## src/rtl/dac_spi_tx_if.sv

```systemverilog
// Sample-producer <-> DAC SPI transmitter bundle: start request, raw sample,
// and the serial pins plus status returned by the transmitter.
interface dac_spi_tx_if;
  logic        tx_start;
  logic [27:0] data_In;
  logic        CS;
  logic        SCLK;
  logic        SDATA;
  logic        busy;
  logic        tx_done_tick;

  modport master (
    output tx_start, data_In,
    input  CS, SCLK, SDATA, busy, tx_done_tick
  );

  modport slave (
    input  tx_start, data_In,
    output CS, SCLK, SDATA, busy, tx_done_tick
  );
endinterface

```

## src/rtl/dac_spi_tx.sv

```systemverilog
// 16-bit SPI frame transmitter for a 12-bit DAC ({CMD, offset-binary code}).
// Optional DAC_SAT_EN: clamp out-of-range samples instead of wrapping.
module dac_spi_tx #(
  parameter int unsigned DIV = 4,
  parameter logic [3:0]  CMD = 4'b0011
) (
  input  logic        clk,
  input  logic        reset,
  dac_spi_tx_if.slave bus,
  output logic [1:0]  state_o
);
  // Handshake: tx_start is a request that is taken only when busy=0 (Idle);
  // busy=1 acts as "not ready" and requests seen while it is high are dropped.
  typedef enum logic [1:0] {
    IDLE  = 2'd0,
    SETUP = 2'd1,
    SHIFT = 2'd2,
    HOLD  = 2'd3
  } state_t;

  localparam logic [7:0] DIV_M1 = 8'(DIV - 1);

  state_t      state_q;
  logic [7:0]  div_cnt_q;
  logic [3:0]  bit_cnt_q;
  logic [14:0] shift_q;
  logic        cs_q;
  logic        sclk_q;
  logic        sdata_q;
  logic        busy_q;
  logic        done_q;
  logic [11:0] code_d;
  logic        div_wrap;
  logic        unused_bits;

  assign div_wrap    = (div_cnt_q == DIV_M1);
  assign unused_bits = ^{bus.data_In[27:15], bus.data_In[2:0]};

  // Two's complement to offset binary is just an MSB flip.
  always_comb begin
    code_d = {~bus.data_In[14], bus.data_In[13:3]};
`ifdef DAC_SAT_EN
    if (!((&bus.data_In[27:14]) || !(|bus.data_In[27:14])))
      code_d = bus.data_In[27] ? 12'h000 : 12'hFFF;
`endif
  end

  always_ff @(posedge clk or posedge reset) begin
    if (reset) begin
      state_q   <= IDLE;
      div_cnt_q <= '0;
      bit_cnt_q <= '0;
      shift_q   <= '0;
      cs_q      <= 1'b1;
      sclk_q    <= 1'b0;
      sdata_q   <= 1'b0;
      busy_q    <= 1'b0;
      done_q    <= 1'b0;
    end else begin
      done_q <= 1'b0;
      case (state_q)
        IDLE: begin
          if (bus.tx_start) begin
            shift_q   <= {CMD[2:0], code_d};
            sdata_q   <= CMD[3];
            cs_q      <= 1'b0;
            busy_q    <= 1'b1;
            div_cnt_q <= '0;
            bit_cnt_q <= '0;
            state_q   <= SETUP;
          end
        end
        SETUP: begin
          if (div_wrap) begin
            div_cnt_q <= '0;
            sclk_q    <= 1'b1;
            state_q   <= SHIFT;
          end else begin
            div_cnt_q <= div_cnt_q + 8'd1;
          end
        end
        SHIFT: begin
          if (div_wrap) begin
            div_cnt_q <= '0;
            sclk_q    <= ~sclk_q;
            // Data only moves on the falling SCLK edge so it is stable at each rise.
            if (sclk_q) begin
              if (bit_cnt_q == 4'd15) begin
                cs_q    <= 1'b1;
                sdata_q <= 1'b0;
                state_q <= HOLD;
              end else begin
                bit_cnt_q <= bit_cnt_q + 4'd1;
                sdata_q   <= shift_q[14];
                shift_q   <= {shift_q[13:0], 1'b0};
              end
            end
          end else begin
            div_cnt_q <= div_cnt_q + 8'd1;
          end
        end
        HOLD: begin
          if (div_wrap) begin
            div_cnt_q <= '0;
            busy_q    <= 1'b0;
            done_q    <= 1'b1;
            state_q   <= IDLE;
          end else begin
            div_cnt_q <= div_cnt_q + 8'd1;
          end
        end
        default: state_q <= IDLE;
      endcase
    end
  end

  assign bus.CS           = cs_q;
  assign bus.SCLK         = sclk_q;
  assign bus.SDATA        = sdata_q;
  assign bus.busy         = busy_q;
  assign bus.tx_done_tick = done_q;
  assign state_o          = state_q;
endmodule

```

## src/flat_wrapper.sv

```systemverilog
// flat-port wrapper written by rule: the top's interface ports become plain ports
module dac_spi_tx_flat 
#(
  parameter int unsigned DIV = 4,
  parameter logic [3:0]  CMD = 4'b0011
)
  (clk, reset, state_o, bus_tx_start, bus_data_In, bus_CS, bus_SCLK, bus_SDATA, bus_busy, bus_tx_done_tick);
  dac_spi_tx_if bus_i ();
  input  logic clk;
  input  logic reset;
  output logic [1:0] state_o;
  input wire logic [$bits(bus_i.tx_start)-1:0] bus_tx_start;
  input wire logic [$bits(bus_i.data_In)-1:0] bus_data_In;
  output wire logic [$bits(bus_i.CS)-1:0] bus_CS;
  output wire logic [$bits(bus_i.SCLK)-1:0] bus_SCLK;
  output wire logic [$bits(bus_i.SDATA)-1:0] bus_SDATA;
  output wire logic [$bits(bus_i.busy)-1:0] bus_busy;
  output wire logic [$bits(bus_i.tx_done_tick)-1:0] bus_tx_done_tick;
  assign bus_i.tx_start = bus_tx_start;
  assign bus_i.data_In = bus_data_In;
  assign bus_CS = bus_i.CS;
  assign bus_SCLK = bus_i.SCLK;
  assign bus_SDATA = bus_i.SDATA;
  assign bus_busy = bus_i.busy;
  assign bus_tx_done_tick = bus_i.tx_done_tick;
  dac_spi_tx #(.DIV(DIV), .CMD(CMD)) u_core (.clk(clk), .reset(reset), .bus(bus_i), .state_o(state_o));
endmodule
```

## config.mk

```make
export PLATFORM = sky130hd
export DESIGN_NAME = dac_spi_tx_flat
export DESIGN_NICKNAME = d
export VERILOG_FILES = /design/src/rtl/dac_spi_tx_if.sv /design/src/rtl/dac_spi_tx.sv /design/src/flat_wrapper.sv
export SDC_FILE = /design/constraint.sdc
export NUM_CORES = 1
export LEC_CHECK = 0
export CAP_MARGIN = 15
export CORE_ASPECT_RATIO = 1.5
export CORE_MARGIN = 3
export CORE_UTILIZATION = 54
export DETAILED_ROUTE_END_ITERATION = 6
export PLACE_DENSITY = 0.84
export SLEW_MARGIN = 20
export SYNTH_ARGS = -nofsm -noshare
export SYNTH_HDL_FRONTEND = slang
export SYNTH_SLANG_ARGS = --single-unit
```

## constraint.sdc

```tcl
create_clock -name clk -period 4.1 [get_ports clk]
set_clock_uncertainty 0.2 [all_clocks]
set_input_delay 0.82 -clock clk [delete_from_list [all_inputs] [get_ports clk]]
set_output_delay 0.82 -clock clk [all_outputs]
set_load 0.03 [all_outputs]
```

; After elaboration in Yosys (flattened, before gate mapping)
; Cells that the tools add are included.
[classes]
n_reduce_logical = 11
eq_ne = 12
bitwise_logic = 2
addsub = 2
muxes = 37
[ops]
columns = operator, count
row1 = $mux 15, 4
row2 = $pmux 15 s2, 1
row3 = $mux 4, 4
row4 = $mux 8, 2
row5 = $pmux 8 s2, 1
row6 = $mux 1, 13
row7 = $mux 2, 6
row8 = $ne 2x1->1 const B, 5
row9 = $reduce_and 5->1, 2
row10 = $add 8x1->8 const B, 1
row11 = $eq 8x2->1 const B, 1
row12 = $pmux 1 s2, 4
row13 = $pmux 2 s4, 1
row14 = $pmux 4 s2, 1
row15 = $reduce_and 3->1, 2
row16 = $reduce_and 6->1, 1
row17 = $reduce_bool 2->1, 3
row18 = $add 4x1->4 const B, 1
row19 = $eq 2x2->1 const B, 2
row20 = $eq 4x4->1 const B, 1
row21 = $ne 2x2->1 const B, 2
row22 = $reduce_and 4->1, 1
row23 = $reduce_or 3->1, 1
row24 = $eq 2x1->1 const B, 1
row25 = 2 further kinds, 3
[totals]
ff_bits = 34
wordCells = 73

; Depth between registers and ports, before layout
[logic_depth]
ltp_word = 5
depth_mapped = 7
ltp_nobuf = 6

; Worst setup path before layout
; Ideal clock, no wire load.
[synth_timing]
path_kind = register to register
startpoint = reg u_core.state_q[0], in the netlist u_core.state_o[0]
endpoint = reg u_core.shift_q[10]
path_slack_ps = 1784
path_buffers = 2
stages_incl_launch_ff = 7
t_required_ps = 3773
arrival_ps = 1989
period_less_slack_ps = 2316
cell_sequence = dfrtp_1 > inv_1 > ha_1 > buf_2 > clkbuf_1 > mux2_2 > mux2_1
[synth_via]
elab_chain_len = 3
word_cells_on_any_way = 9
[synth_rtl]
columns = element, line
row1 = start: declaration, dac_spi_tx.sv:23  ; state_t state_q;
row2 = start signal: assignment, dac_spi_tx.sv:50  ; state_q <= IDLE;
row3 = start signal: assignment, dac_spi_tx.sv:70  ; state_q <= SETUP;
row4 = start signal: assignment, dac_spi_tx.sv:77  ; state_q <= SHIFT;
row5 = $eq 2x2->1 / $logic_not 2->1 (equally long branches), dac_spi_tx.sv:61  ; case (state_q)
row6 = $ne 2x2->1 (no source line) (tied with other cells), --
row7 = $reduce_and 5->1 (no source line), --
row8 = end signal: assignment, dac_spi_tx.sv:64  ; shift_q <= {CMD[2:0], code_d};
row9 = end signal: assignment, dac_spi_tx.sv:95  ; shift_q <= {shift_q[13:0], 1'b0};
row10 = end: declaration, dac_spi_tx.sv:26  ; logic [14:0] shift_q;
; Several ways; a longest one is shown, not always the timed one.
; A chain may end at the register's enable or synchronous reset.

; Worst setup path after layout
[layout_timing]
startpoint = in bus_tx_start
endpoint = reg u_core.shift_q[7]
[layout_via]
elab_chain_len = 2
[layout_rtl]
columns = element, line
row1 = start: declaration, flat_wrapper.sv:12  ; input wire logic [$bits(bus_i.tx_start)-1:0] bus_tx_start;
row2 = $ne 2x2->1 (no source line), --
row3 = $reduce_and 5->1 (no source line), --
; Every way passes these cells.

==> results.sh <==
export IMPL_outcome="finished, final reports clean"
export IMPL_synth_fa_ha_area_share_pct=4.94
export IMPL_synth_top_area_share_pct=46.6
export IMPL_cts_sinks=34
export IMPL_antenna_cells=0
export IMPL_synth_simple_area_share_pct=11.9
export IMPL_ys_ff_latch=34
export IMPL_critPathMaxStageDelay_ns=0.58
export IMPL_crit_required_ns=4.07
export IMPL_cts_root_buf="clkbuf_8"
export IMPL_synthTopCellsByArea="dfrtp_1 47%, mux2_2 13%, ha_1 4.9%"
export IMPL_r2r_end="u_core.shift_q[7]$_DFFE_PP0P_"
export IMPL_drt_total_wl_mm=3.43
export IMPL_cp_cell_sequence="clkdlybuf4s50_1 -> nand2b_1 -> nand4_1 -> o21ai_4 -> mux2_2"
export IMPL_dr_first_iter_drc_count=11
export IMPL_via_count=1270
export IMPL_synth_common_cells="33 x dfrtp_1, 20 x mux2_2, 8 x inv_1, 7 x a31oi_1, 7 x ha_1"
export IMPL_cp_end_kind="flip-flop"
export IMPL_cap_viol_max_count=0
export IMPL_slew_headroom_pct=44.5
export IMPL_die_h_um=76.2
export IMPL_cts_buffers=5
export IMPL_postCtsSetupRepairBufs=0
export IMPL_portBuffers=21
export IMPL_postSynthCellCount=148
export IMPL_p_leak_nw=1.01
export IMPL_synth_flop_cell="dfrtp_1"
export IMPL_ff2ff_path_depth=5
export IMPL_synth_cell_type_count=44
export IMPL_grt_pass1_vias=1280
export IMPL_ys_seq_area_share_pct=48.1
export IMPL_crit_arrival_ns=2.99
export IMPL_avgViaCountPerCell=5.99
export IMPL_nNetsFinal=210
export IMPL_p_per_area_nw_per_um2=289
export IMPL_power_mw=0.606
export IMPL_fmax_ghz=0.331
export IMPL_core_um2=3030
export IMPL_cp_start_kind="input pin"
export IMPL_die_w_um=52.8
export IMPL_grt_ovfl_total=0
export IMPL_fin_ws_ns=1.08
export IMPL_drive_above_1_share_pct=24.9
export IMPL_hold_viol=0
export IMPL_place_gp_congestion=0.689
export IMPL_synth_area_per_cell_um2=12.0
export IMPL_holdPathEnd="u_core.bus.CS$_DFFE_PP1P_"
export IMPL_initial_core_util_pct=58.4
export IMPL_rsz0062_at_grt="no"
export IMPL_synth_top_area_cell="dfrtp_1"
export IMPL_clk_pin_slew_ns=0.06
export IMPL_hp_start="u_core.bus.CS$_DFFE_PP1P_"
export IMPL_h_tree_depth=2
export IMPL_synthXorXnorAreaFrac_pct=0
export IMPL_ctsHoldBuffers=0
export IMPL_syn_to_final_growth_pct=18.5
export IMPL_synthArstFlopShare_pct=100
export IMPL_min_path_cells=2
export IMPL_ioPinCount=38
export IMPL_cp_max_fo=16
export IMPL_ir_worst_vdd_v=0.000273
export IMPL_critPathKind="in2reg"
export IMPL_worstMarginPinSlew_ns=0.833
export IMPL_r2r_setup_slack_ns=1.15
export IMPL_cts_resized=0
export IMPL_dp_hpwl_mm=2.46
export IMPL_drc=0
export IMPL_synthesis_area_um2=1770
export IMPL_wire_per_inst_um=16.2
export IMPL_tritoncts="built"
export IMPL_muxShareOfSynthArea_pct=17.1
export IMPL_min_period_over_period_pct=73.8
export IMPL_synth_top_family_by_area="multiplexers"
export IMPL_r2r_start="u_core.state_o[0]$_DFFE_PP0P_"
export IMPL_synth_warning_count=0
export IMPL_antenna_found_initial=0
export IMPL_track_usage_pct=20.0
export IMPL_finalSetupTns_ns=0
export IMPL_hp_class="reg2reg"
export IMPL_cp_slowest_cell="clkdlybuf4s50_1"
export IMPL_instances_no_fill=212
export IMPL_ant_nets=0
export IMPL_cts_buffer_depth=2
export IMPL_dieArea_um2=4020
export IMPL_finalSetupViolCount=0
export IMPL_place_worst_setup_slack_ns=0.804
export IMPL_grt_max_degree=35
export IMPL_multi_input_area_um2=860
export IMPL_dp_cells=204
export IMPL_syn_num_nets=186
export IMPL_slew_violations=0
export IMPL_synth_compound_area_share_pct=14.5
export IMPL_fillers=226
export IMPL_layout_min_cycle_time_ns=3.02
export IMPL_rows=24
export IMPL_grt_pass1_wl_mm=5.87
export IMPL_yosysMostFrequentCell="dfrtp_1"
export IMPL_drt_pre_antenna_iters=4
export IMPL_insertion_delay_ns=0.29
export IMPL_synth_edf_count=0
export IMPL_seqCellArea_um2=852
-- per-layer routing --
| layer | global-route usage (%) | part of all wire (%) | up-vias |
|---|---|---|---|
| met5 | 0 | 0 | - |
| met4 | 9.97 | 2.8 | 0 |
| met3 | 6.85 | 5.0 | 9 |
| met2 | 32.8 | 54 | 34 |
| met1 | 22.3 | 39 | 628 |
| li1 | - | - | 599 |
-- placed cells by master (no fill, tap or decap), types with 5 or more instances in the layout --
cell             instances
inv_1                    8
a31oi_1                  7
mux2_2                  20
nor2_1                   5
dfrtp_1                 33
clkbuf_8                 6
clkdlybuf4s50_1         21
ha_1                     7
o21ai_0                  5
-- kinds of logic after synthesis --
logic type / count (synthesis)
AND/OR/NAND/NOR: 33
adder cells (fa/ha/maj): 7
AO/OA/AOI/OAI: 34
buffers and inverters: 13
flip-flops: 34
multiplexers: 27
-- sequential cells by signal (all words and copies together) (netlist names) --
signal	flops
u_core.bus.SCLK	1
u_core.bus.busy	1
u_core.state_o	2
u_core.bus.SDATA	1
u_core.shift_q	15
u_core.bit_cnt_q	4
u_core.bus.tx_done_tick	1
u_core.bus.CS	1
u_core.div_cnt_q	8
-- through the flow --
stage	util (%)	instance area, um^2	hold slack [ns]
global placement	66.2	2010	0.265
finish	69.2	2100	0.278
floorplan	-	1770	0.252
CTS	69.2	2100	0.279
detailed placement	66.2	2010	0.270
global route	69.2	2100	0.306
-- where the power goes --
group	total, mW	switching, mW	leakage (nW)	internal, mW
logic	0.0214	0.00872	0.506	0.0127
registers	0.336	0	0.457	0.336
clock network	0.249	0.114	0.0482	0.135
-- how the worst max path moves through the flow --
| stage | from | to | slack [ns] |
|---|---|---|---|
| floorplan | u_core.state_o[0]$_DFFE_PP0P_ | u_core.shift_q[10]$_DFFE_PP0P_ | 1.78 |
| global placement | bus_tx_start | u_core.shift_q[6]$_DFFE_PP0P_ | 0.91 |
| detailed placement | bus_tx_start | u_core.shift_q[7]$_DFFE_PP0P_ | 0.80 |
| CTS | bus_tx_start | u_core.shift_q[7]$_DFFE_PP0P_ | 1.10 |
| global route | bus_tx_start | u_core.shift_q[7]$_DFFE_PP0P_ | 0.98 |
| finish | bus_tx_start | u_core.shift_q[7]$_DFFE_PP0P_ | 1.08 |
-- area by class of cell --
cell class                      count  area share [%]
Sequential cell                    34            40.6
Tap cell                           39            2.32
Multi-Input combinational cell    101            40.9
Timing Repair Buffer               22            10.4
Clock inverter                      1           0.238
Clock buffer                        7            4.11
Inverter                            8            1.43
-- critical path, delay by kind of cell --
| family | cells | cell delay (ns) |
|---|---|---|
| AND/OR/NAND/NOR | 2 | 0.66 |
| buffers and inverters | 1 | 0.58 |
| AO/OA/AOI/OAI | 1 | 0.53 |
| multiplexers | 1 | 0.40 |
Note: power is estimated with default switching activity, not from simulation.
